$ cat src/rtl/oled_pkg.sv
// oled_pkg: shared types and constants for the OLED SPI link.
//   - arb_state_t : arbiter FSM state encoding
//   - grant_t     : channel grant, encoded to match the D/C pin level
//   - SSD_*       : SSD1306 opcodes reused by the init sequencers
package oled_pkg;

  typedef enum logic [1:0] {
    ST_IDLE  = 2'd0,
    ST_LOAD  = 2'd1,
    ST_SHIFT = 2'd2,
    ST_GAP   = 2'd3
  } arb_state_t;

  typedef enum logic {
    GRANT_CMD = 1'b0,
    GRANT_PIX = 1'b1
  } grant_t;

  localparam logic [7:0] SSD_MEM_ADDR_MODE    = 8'h20;
  localparam logic [7:0] SSD_SET_CONTRAST     = 8'h81;
  localparam logic [7:0] SSD_CHARGE_PUMP      = 8'h8D;
  localparam logic [7:0] SSD_ENTIRE_ON_RESUME = 8'hA4;
  localparam logic [7:0] SSD_NORMAL_DISPLAY   = 8'hA6;
  localparam logic [7:0] SSD_DISPLAY_OFF      = 8'hAE;
  localparam logic [7:0] SSD_DISPLAY_ON       = 8'hAF;

  // Page-start opcode for page addressing mode (B0h..B7h).
  function automatic logic [7:0] ssd_page_start(input logic [2:0] page);
    return 8'hB0 | {5'b0_0000, page};
  endfunction

endpackage

$ cat src/rtl/oled_spi_arbiter_shift.sv
// oled_spi_shift: SPI byte serializer, MSB first, SCLK idle high.
// Each bit drives SCLK low for CLK_DIV cycles with SDIN valid, then high for
// CLK_DIV cycles; the display samples on the rising edge.
// Ports:
//   clk, rst_n       : clock, synchronous active-low reset
//   start            : load tx_byte and begin shifting (ignored bits in flight restart)
//   tx_byte[7:0]     : byte to send
//   io_sclk, io_sdin : SPI clock and data (registered); SDIN holds after the byte
//   done             : high during the final cycle of the byte
module oled_spi_shift
  import oled_pkg::*;
#(
  parameter int CLK_DIV = 1
) (
  input  logic       clk,
  input  logic       rst_n,
  input  logic       start,
  input  logic [7:0] tx_byte,
  output logic       io_sclk,
  output logic       io_sdin,
  output logic       done
);

  localparam int DIV_W = (CLK_DIV > 1) ? $clog2(CLK_DIV) : 1;
  localparam logic [DIV_W-1:0] DIV_LAST = DIV_W'(CLK_DIV - 1);

  logic             active;
  logic [7:0]       shreg;
  logic [2:0]       bit_idx;
  logic [DIV_W-1:0] div_cnt;
  logic             half_end;

  assign half_end = (div_cnt == DIV_LAST);
  assign done     = active & io_sclk & half_end & (bit_idx == 3'd0);

  always_ff @(posedge clk) begin
    if (!rst_n) begin
      active  <= 1'b0;
      shreg   <= 8'h00;
      bit_idx <= 3'd0;
      div_cnt <= '0;
      io_sclk <= 1'b1;
      io_sdin <= 1'b0;
    end else if (start) begin
      active  <= 1'b1;
      shreg   <= tx_byte;
      bit_idx <= 3'd7;
      div_cnt <= '0;
      io_sclk <= 1'b0;
      io_sdin <= tx_byte[7];
    end else if (active) begin
      if (half_end) begin
        div_cnt <= '0;
        if (!io_sclk) begin
          io_sclk <= 1'b1;
        end else if (bit_idx == 3'd0) begin
          // Leave SCLK high and SDIN on the last bit until the next start.
          active <= 1'b0;
        end else begin
          bit_idx <= bit_idx - 3'd1;
          io_sclk <= 1'b0;
          io_sdin <= shreg[bit_idx - 3'd1];
        end
      end else begin
        div_cnt <= div_cnt + 1'b1;
      end
    end
  end

endmodule

$ cat src/rtl/oled_spi_arbiter.sv
// oled_spi_arbiter: shares one 4-wire SPI link to an SSD1306-class OLED
// between a command channel (D/C=0) and a pixel channel (D/C=1).
// Command sequences are atomic up to the byte flagged cmd_last; pixel
// traffic is chopped into bursts of at most BURST_MAX bytes.
// Ports:
//   clk, rst_n                      : clock, synchronous active-low reset
//   cmd_valid/cmd_byte/cmd_last     : command byte stream
//   cmd_ready                       : command handshake
//   pix_valid/pix_byte, pix_ready   : pixel byte stream and handshake
//   io_sclk, io_sdin, io_cs, io_dc  : SPI pads (CS active low)
//   busy                            : high whenever the FSM is not IDLE
// Build option: define OLED_ARB_FAIR_EN to alternate grants when both
// channels request at once (default: strict command priority).
//
// state | meaning
// IDLE  | CS high, arbitrate between channels
// LOAD  | CS low, ready to granted channel, wait for a byte
// SHIFT | serializer sending the latched byte
// GAP   | CS high for one cycle closing the frame
module oled_spi_arbiter
  import oled_pkg::*;
#(
  parameter int CLK_DIV   = 1,
  parameter int BURST_MAX = 16
) (
  input  logic       clk,
  input  logic       rst_n,
  input  logic       cmd_valid,
  input  logic [7:0] cmd_byte,
  input  logic       cmd_last,
  output logic       cmd_ready,
  input  logic       pix_valid,
  input  logic [7:0] pix_byte,
  output logic       pix_ready,
  output logic       io_sclk,
  output logic       io_sdin,
  output logic       io_cs,
  output logic       io_dc,
  output logic       busy
);

  localparam int BC_W = $clog2(BURST_MAX + 1);
  localparam logic [BC_W-1:0] BURST_LIM = BC_W'(BURST_MAX);

  arb_state_t      state;
  grant_t          grant;
  grant_t          arb_pick;
  logic            last_lat;
  logic [BC_W-1:0] burst_cnt;
  logic            cmd_hs;
  logic            pix_hs;
  logic            shift_start;
  logic            shift_done;
  logic [7:0]      shift_byte;

  assign cmd_ready   = (state == ST_LOAD) && (grant == GRANT_CMD);
  assign pix_ready   = (state == ST_LOAD) && (grant == GRANT_PIX);
  assign busy        = (state != ST_IDLE);
  assign cmd_hs      = cmd_valid & cmd_ready;
  assign pix_hs      = pix_valid & pix_ready;
  assign shift_start = cmd_hs | pix_hs;
  assign shift_byte  = (grant == GRANT_CMD) ? cmd_byte : pix_byte;

`ifdef OLED_ARB_FAIR_EN
  grant_t last_grant;

  always_comb begin
    arb_pick = GRANT_PIX;
    if (cmd_valid && pix_valid)
      arb_pick = (last_grant == GRANT_CMD) ? GRANT_PIX : GRANT_CMD;
    else if (cmd_valid)
      arb_pick = GRANT_CMD;
  end

  always_ff @(posedge clk) begin
    if (!rst_n)
      last_grant <= GRANT_PIX;
    else if ((state == ST_IDLE) && (cmd_valid || pix_valid))
      last_grant <= arb_pick;
  end
`else
  assign arb_pick = cmd_valid ? GRANT_CMD : GRANT_PIX;
`endif

  always_ff @(posedge clk) begin
    if (!rst_n) begin
      state     <= ST_IDLE;
      grant     <= GRANT_CMD;
      last_lat  <= 1'b0;
      burst_cnt <= '0;
      io_cs     <= 1'b1;
      io_dc     <= 1'b1;
    end else begin
      case (state)
        ST_IDLE: begin
          if (cmd_valid || pix_valid) begin
            state     <= ST_LOAD;
            grant     <= arb_pick;
            io_dc     <= arb_pick;
            io_cs     <= 1'b0;
            burst_cnt <= '0;
          end
        end
        ST_LOAD: begin
          if (cmd_hs) begin
            last_lat <= cmd_last;
            state    <= ST_SHIFT;
          end else if (pix_hs) begin
            burst_cnt <= burst_cnt + 1'b1;
            state     <= ST_SHIFT;
          end else if (grant == GRANT_PIX) begin
            // Pixel source dropped valid: release the link. A command
            // grant instead holds CS low until its sequence completes.
            state <= ST_GAP;
            io_cs <= 1'b1;
          end
        end
        ST_SHIFT: begin
          if (shift_done) begin
            if (grant == GRANT_CMD) begin
              if (last_lat) begin
                state <= ST_GAP;
                io_cs <= 1'b1;
              end else begin
                state <= ST_LOAD;
              end
            end else if (pix_valid && (burst_cnt < BURST_LIM) && !cmd_valid) begin
              state <= ST_LOAD;
            end else begin
              state <= ST_GAP;
              io_cs <= 1'b1;
            end
          end
        end
        ST_GAP: begin
          state <= ST_IDLE;
        end
        default: begin
          state <= ST_IDLE;
          io_cs <= 1'b1;
        end
      endcase
    end
  end

  oled_spi_shift #(
    .CLK_DIV (CLK_DIV)
  ) u_shift (
    .clk     (clk),
    .rst_n   (rst_n),
    .start   (shift_start),
    .tx_byte (shift_byte),
    .io_sclk (io_sclk),
    .io_sdin (io_sdin),
    .done    (shift_done)
  );

endmodule
$ cat config.mk
export PLATFORM = sky130hd
export DESIGN_NAME = oled_spi_arbiter
export DESIGN_NICKNAME = d
export VERILOG_FILES = /design/src/rtl/oled_pkg.sv /design/src/rtl/oled_spi_arbiter_shift.sv /design/src/rtl/oled_spi_arbiter.sv
export SDC_FILE = /design/constraint.sdc
export NUM_CORES = 1
export LEC_CHECK = 0
export CORE_UTILIZATION = 40
export DETAILED_ROUTE_END_ITERATION = 12
export PLACE_DENSITY_LB_ADDON = 0.3
export SLEW_MARGIN = 25
export SYNTH_ARGS = -nofsm -noshare
export SYNTH_HDL_FRONTEND = slang
export SYNTH_HIERARCHICAL = 1
export SYNTH_SLANG_ARGS = --single-unit
$ cat constraint.sdc
create_clock -name clk -period 1.7 [get_ports clk]
set_input_delay 0.34 -clock clk [delete_from_list [all_inputs] [get_ports clk]]
set_output_delay 0.34 -clock clk [all_outputs]
set_load 0.005 [all_outputs]
### Word-level counts from Yosys, hierarchy flattened

Cells that the tools add are included.

* bits in writable memories: 0
* flip-flop bits (word level): 26
* memories: 0
* word-level logic and storage cells: 108
* memory bits (read-only): 0
* input bits: 21
* bits in latches: 0
* output and inout bits: 7

* order comparisons: 2
* muxes and demuxes: 47
* bitwise operators: 9
* add/subtract/negate cells: 3
* reductions and logical operators: 21
* div/mod/pow operators: 0
* multiply operators: 0
* equal/unequal tests: 14
* shift operators: 0

Operators with widths (count)
* 1-bit two-way mux: 26
* 2-bit two-way mux: 8
* 2-bit != test, second input constant: 8
* 3-bit two-way mux: 5
* 5-bit two-way mux: 3
* 5-bit one-hot mux with 2 select lines: 1
* 8-bit two-way mux: 1
* 2-bit one-hot mux with 4 select lines: 1
* 4-bit AND reduction: 2
* 8-bit AND reduction: 1
* 2-bit nonzero test: 4
* 3-bit != test, second input constant: 2
* 2-bit AND reduction: 3
* 5-bit by 1-bit adder with 5-bit output, second input constant: 1
* 1-bit bitwise AND: 5
* 5-bit less-than comparator, second input constant: 1
* 2-bit equality test, second input constant: 2
* 1-bit logical AND: 4
* 3-bit by 4-bit less-than comparator with 1-bit output, second input constant: 1
* 4-bit != test, second input constant: 1
* 1-bit binary-select mux with 3-bit select: 1
* 3-bit logical NOT: 1
* 1-bit inverter: 3
* 1-bit one-hot mux with 3 select lines: 1
* other kinds (10): 10

### Logic depth before layout (Yosys ltp)

* depth in word-level cells: 8
* depth in mapped cells: 8
* gate-level depth less buffers: 7

### Cells and area by module

The synthesis kept the hierarchy.

Modules (own cells, without submodules)
* oled_spi_arbiter: area an instance 800.8 um2, instances 1, cells an instance 91, seq. area each 220.2 um2
* oled_spi_shift: area an instance 649.4 um2, instances 1, cells an instance 64, seq. area each 280.3 um2

### Worst setup path after synthesis

Ideal clock, no wire load.

* kind: flip-flop to flip-flop
* start point: register state[1]
* end point: register u_shift.io_sdin
* setup time: 77 ps
* data arrival time: 1638 ps
* path slack: -14 ps
* required time: 1623 ps
* buffers on the path: 2
* stages on the path, launching flop included: 8
* clock period less this slack: 1714 ps
* cells stage by stage: dfxtp_1 -> inv_1 -> ha_1 -> buf_2 -> nor2b_1 -> buf_2 -> or3b_1 -> a41oi_2

* word-level cells in the longest chain between the ends: 6
* elaborated cells between the ends (all ways): 12
* those cells by class: 3 x eq/ne; 1 x mux; 3 x bitwise; 5 x reduce/logical

Ends and longest elaborated chain
* from (decl): RTL line oled_spi_arbiter.sv:45 `arb_state_t state;`
* from (signal assigned): RTL line oled_spi_arbiter.sv:87 `state <= ST_IDLE;`
* from (signal assigned): RTL line oled_spi_arbiter.sv:97 `state <= ST_LOAD;`
* from (signal assigned): RTL line oled_spi_arbiter.sv:107 `state <= ST_SHIFT;`
* 2-bit by 1-bit equality test with 1-bit output (*): RTL line oled_spi_arbiter.sv:56, oled_spi_arbiter.sv:57
* 1-bit logical AND (on tied branches): RTL line oled_spi_arbiter.sv:56, oled_spi_arbiter.sv:57
* 1-bit bitwise AND (on tied branches): RTL line oled_spi_arbiter.sv:59, oled_spi_arbiter.sv:60
* 1-bit bitwise OR (*): RTL line oled_spi_arbiter.sv:61 `assign shift_start = cmd_hs | pix_hs;`
* named net shift_start: RTL line oled_spi_arbiter.sv:52 `logic shift_start;`
* 2-bit != test (no source line) or 2-bit nonzero test (tied branches)
* 4-bit AND reduction (no source line)
* to (signal assigned): RTL line oled_spi_arbiter_shift.sv:50 `io_sdin <= tx_byte[7];`
* to (signal assigned): RTL line oled_spi_arbiter_shift.sv:62 `io_sdin <= shreg[bit_idx - 3'd1];`
* to (decl): RTL line oled_spi_arbiter_shift.sv:20 `output logic io_sdin,`

The timed path passes the listed nets; every way through them passes the cells marked *.
A chain may end at the register's enable or synchronous reset.

### Worst setup path after layout

* start point: register state[1]
* end point: register burst_cnt[2]

* word-level cells in the longest chain between the ends: 5
* elaborated cells between the ends (all ways): 12
* those cells by class: 4 x eq/ne; 1 x mux; 2 x bitwise; 5 x reduce/logical

Ends and longest elaborated chain
* 2-bit by 1-bit equality test with 1-bit output: RTL line oled_spi_arbiter.sv:56, oled_spi_arbiter.sv:57, oled_spi_arbiter.sv:94
* 1-bit logical AND (on tied branches): RTL line oled_spi_arbiter.sv:57, oled_spi_arbiter.sv:56
* 1-bit bitwise AND (on tied branches): RTL line oled_spi_arbiter.sv:60, oled_spi_arbiter.sv:59
* 2-bit != test (no source line)
* 4-bit AND reduction (no source line)
* to (signal assigned): RTL line oled_spi_arbiter.sv:109 `burst_cnt <= burst_cnt + 1'b1;`
* to (decl): RTL line oled_spi_arbiter.sv:49 `logic [BC_W-1:0] burst_cnt;`

Several ways; a longest one is shown, not always the timed one.

==> metrics <==
status complete, no violations; clock sinks 25; crit path DAT 1.86 ns; vias in the first global route ~1,300; critical path cell sequence inv_2 > ha_4 > buf_6 > buf_8 > mux2_4 > nand2_2 > o21ai_2 > a311oi_2; Cells after Synth 155; Period Utilization, post-route a little over nine tenths; critical path capture point type flop; utilization after layout approximately 58%; mapped cell area 1450 um^2; CTS max path bufs 2; DR iter-0 viols 29; Slew @ Worst Pin 0.376 ns; final worst path period need 1.62 ns; Max IR drop VDD 0.474 mV; hold_buf cts 0; maxcap violations 0; post-synthesis adder-cell area fraction just over 6%; RePlAce Congestion 0.787; Layout Cells excl Fill 245; clock insertion delay at the later pin of the skew report 0.32 ns; cell count after placement 238; GRT Overall Usage roughly 18%; H-tree Lvls 1; post-synthesis sequential area ratio between 30% and 40%; Hold Crit Class reg -> reg; Post-synth EDFFs 0; largest net degree at the start of global routing 15; Starting Density 42.5%; Unique masters post-synth 46; grt ovf 0; antenna diode count 0; setup TNS 0 ns; total chip power 0.00257 W; PwrDens 1280 nW/um^2; Ys Warns 6; Crit-path slowest cell dfxtp_2; Reg clk slew, reported paths 0.14 ns; post-DR wirelength/cell 13.4 um; Cell Rows 21; initial antenna violation count 0; syn_area_per_cell 9.36 um^2; critical setup path kind reg -> reg; Post-Synth Simple-Gate Area between 10% and 20%; Ports 28; CTS Root Cell clkbuf_4; DRT antenna net count 0; mux cell area share after synthesis 17.0%; Layout area overhead 37.8%; share of cells above drive strength 1 between 30% and 40%; RSZ-0062 raised after global routing yes; die height roughly 62 um; Fmax 0.615 GHz; clk_skew 0.00464 ns; syn_nets 183; Synth Area in XOR/XNOR 1.21%; port bufs 27; Routed WL 3290 um; Slew Limit Fails 0; Die ar. 3870 um^2; Synth Register Bits 25; ys async rst share 0%; first-pass GRT wire length 5730 um; Synth Area in Compound Gates 17.0%; DRC violations left 0; Final setup viols 0; WP data required 1.93 ns; Num CTS Buffers 3; Core Area between 3000 and 4000 um^2; TritonCTS clock tree built; vias per cell a little over 5; DIE WIDTH 62.2 um; crit start category flop; vias 1,269; ys flop type dfxtp_1; Hold Violations, Final 0; crit-path max FO 12; Leak around 0.8 nW; dpl hpwl 2510 um; slowest stage delay, CP approximately 0.36 ns; Max transition margin 74.2%; nets@finish around 230; main combinational cell family by area after synthesis simple AND/OR/NAND/NOR gates; drt pass-1 iters 4
## metrics by stage
stage / hold WS [ns] / area, um^2 / setup slack (ns)
after floorplan: 0.411 / 1450 / 0.0315
after global placement: 0.447 / 1860 / -0.166
after detailed placement: 0.454 / 1860 / -0.203
after CTS: 0.476 / 1950 / 0.00783
after global routing: 0.488 / 2000 / -0.0223
final: 0.483 / 2000 / 0.0753
## final timing paths
check                             from                   endpoint  slack [ns]  depth (start not counted)
min          burst_cnt[3]$_SDFFE_PN0P_  burst_cnt[3]$_SDFFE_PN0P_        0.48                          1
max              state[1]$_SDFFE_PN0P_  burst_cnt[2]$_SDFFE_PN0P_        0.08                          8
min reg2reg  burst_cnt[3]$_SDFFE_PN0P_  burst_cnt[3]$_SDFFE_PN0P_        0.48                          1
max reg2reg      state[1]$_SDFFE_PN0P_  burst_cnt[2]$_SDFFE_PN0P_        0.08                          8
## where the power goes
part	total (W)	internal, W	switching [W]	leakage [nW]
logic	0.00150	0.000852	0.000644	0.559
clock network	0.000272	0.0000882	0.000183	0.0177
registers	0.000799	0.000707	0.0000926	0.205
## kinds of logic after synthesis
family,after synthesis
XOR/XNOR,2
AO/OA/AOI/OAI,32
AND/OR/NAND/NOR,50
adder cells (fa/ha/maj),7
buffers and inverters,18
multiplexers,21
flip-flops,25
## layout by cell type (no fill, tap or decap), drive strengths merged, types with 2 or more instances in the layout
cell	netlist	routed
clkbuf	1	4
buf	6	21
a21oi	10	10
o21a	2	2
mux2	9	9
mux2i	10	10
nand2b	2	2
a41oi	2	2
xnor2	2	2
nor2b	3	3
nand2	11	11
nand3	6	6
a31oi	2	2
clkinv	1	2
clkdlybuf4s50	0	24
nor3	2	2
dfxtp	25	25
nor2	18	18
inv	10	10
o21ai	7	7
or3b	2	2
mux4	2	2
ha	7	7
## flip-flops by register name, indices dropped and copies added (netlist names)
name,cells
state,2
grant,1
io_dc,1
u_shift/shreg,8
last_lat,1
u_shift/io_sdin,1
u_shift/io_sclk,1
u_shift/active,1
u_shift/bit_idx,3
io_cs,1
burst_cnt,5
## Yosys cell counts (all sizes together) (2+ instances only)
master / number / share of area [%]
o21ai: 7 / 2.9
o21a: 2 / 1.0
nand3: 6 / 2.1
a41oi: 2 / 1.7
a21oi: 10 / 3.5
nor3: 2 / 0.69
nor2: 18 / 4.8
mux2i: 10 / 6.9
buf: 6 / 2.7
a31oi: 2 / 0.86
mux2: 9 / 7.0
dfxtp: 25 / 35
nand2b: 2 / 0.86
ha: 7 / 6.0
nand2: 11 / 3.0
xnor2: 2 / 1.2
inv: 10 / 2.6
or3b: 2 / 1.4
mux4: 2 / 3.1
nor2b: 3 / 1.8
## worst max-delay path, delay by kind of cell (launching register included)
kind	cells	cell delay, ns
and+or+nand+nor	1	0.07
muxes	1	0.32
DFF	1	0.36
buffers and inverters	3	0.30
adders and majority gates	1	0.15
AOI/OAI and AO/OA	2	0.34
## layout make-up
| cell class | count | area (um^2) |
|---|---|---|
| clock buffer | 3 | 22.5 |
| clock inverter | 1 | 5.00 |
| fill | 308 | 1420 |
| inverter | 11 | 41.3 |
| multi-input combinational | 112 | 943 |
| sequential | 25 | 507 |
| tap | 46 | 57.6 |
| timing repair buffer | 47 | 422 |
## layer usage
metal	wire [um]	up-vias	global-route usage, %
li1	-	632	-
met1	1450	609	20.9
met2	1730	24	34.9
met3	82	4	2.94
met4	34	0	5.52
met5	0	-	0
## timing repair
item / CTS / global route
gates resized for setup: 20 / 12
pin swaps: 2 / 3
hold endpoints to repair: 0 / 0
endpoints found under the setup margin: 5 / 13
setup buffers: 3 / 1
(Power assumes the default switching activity.)
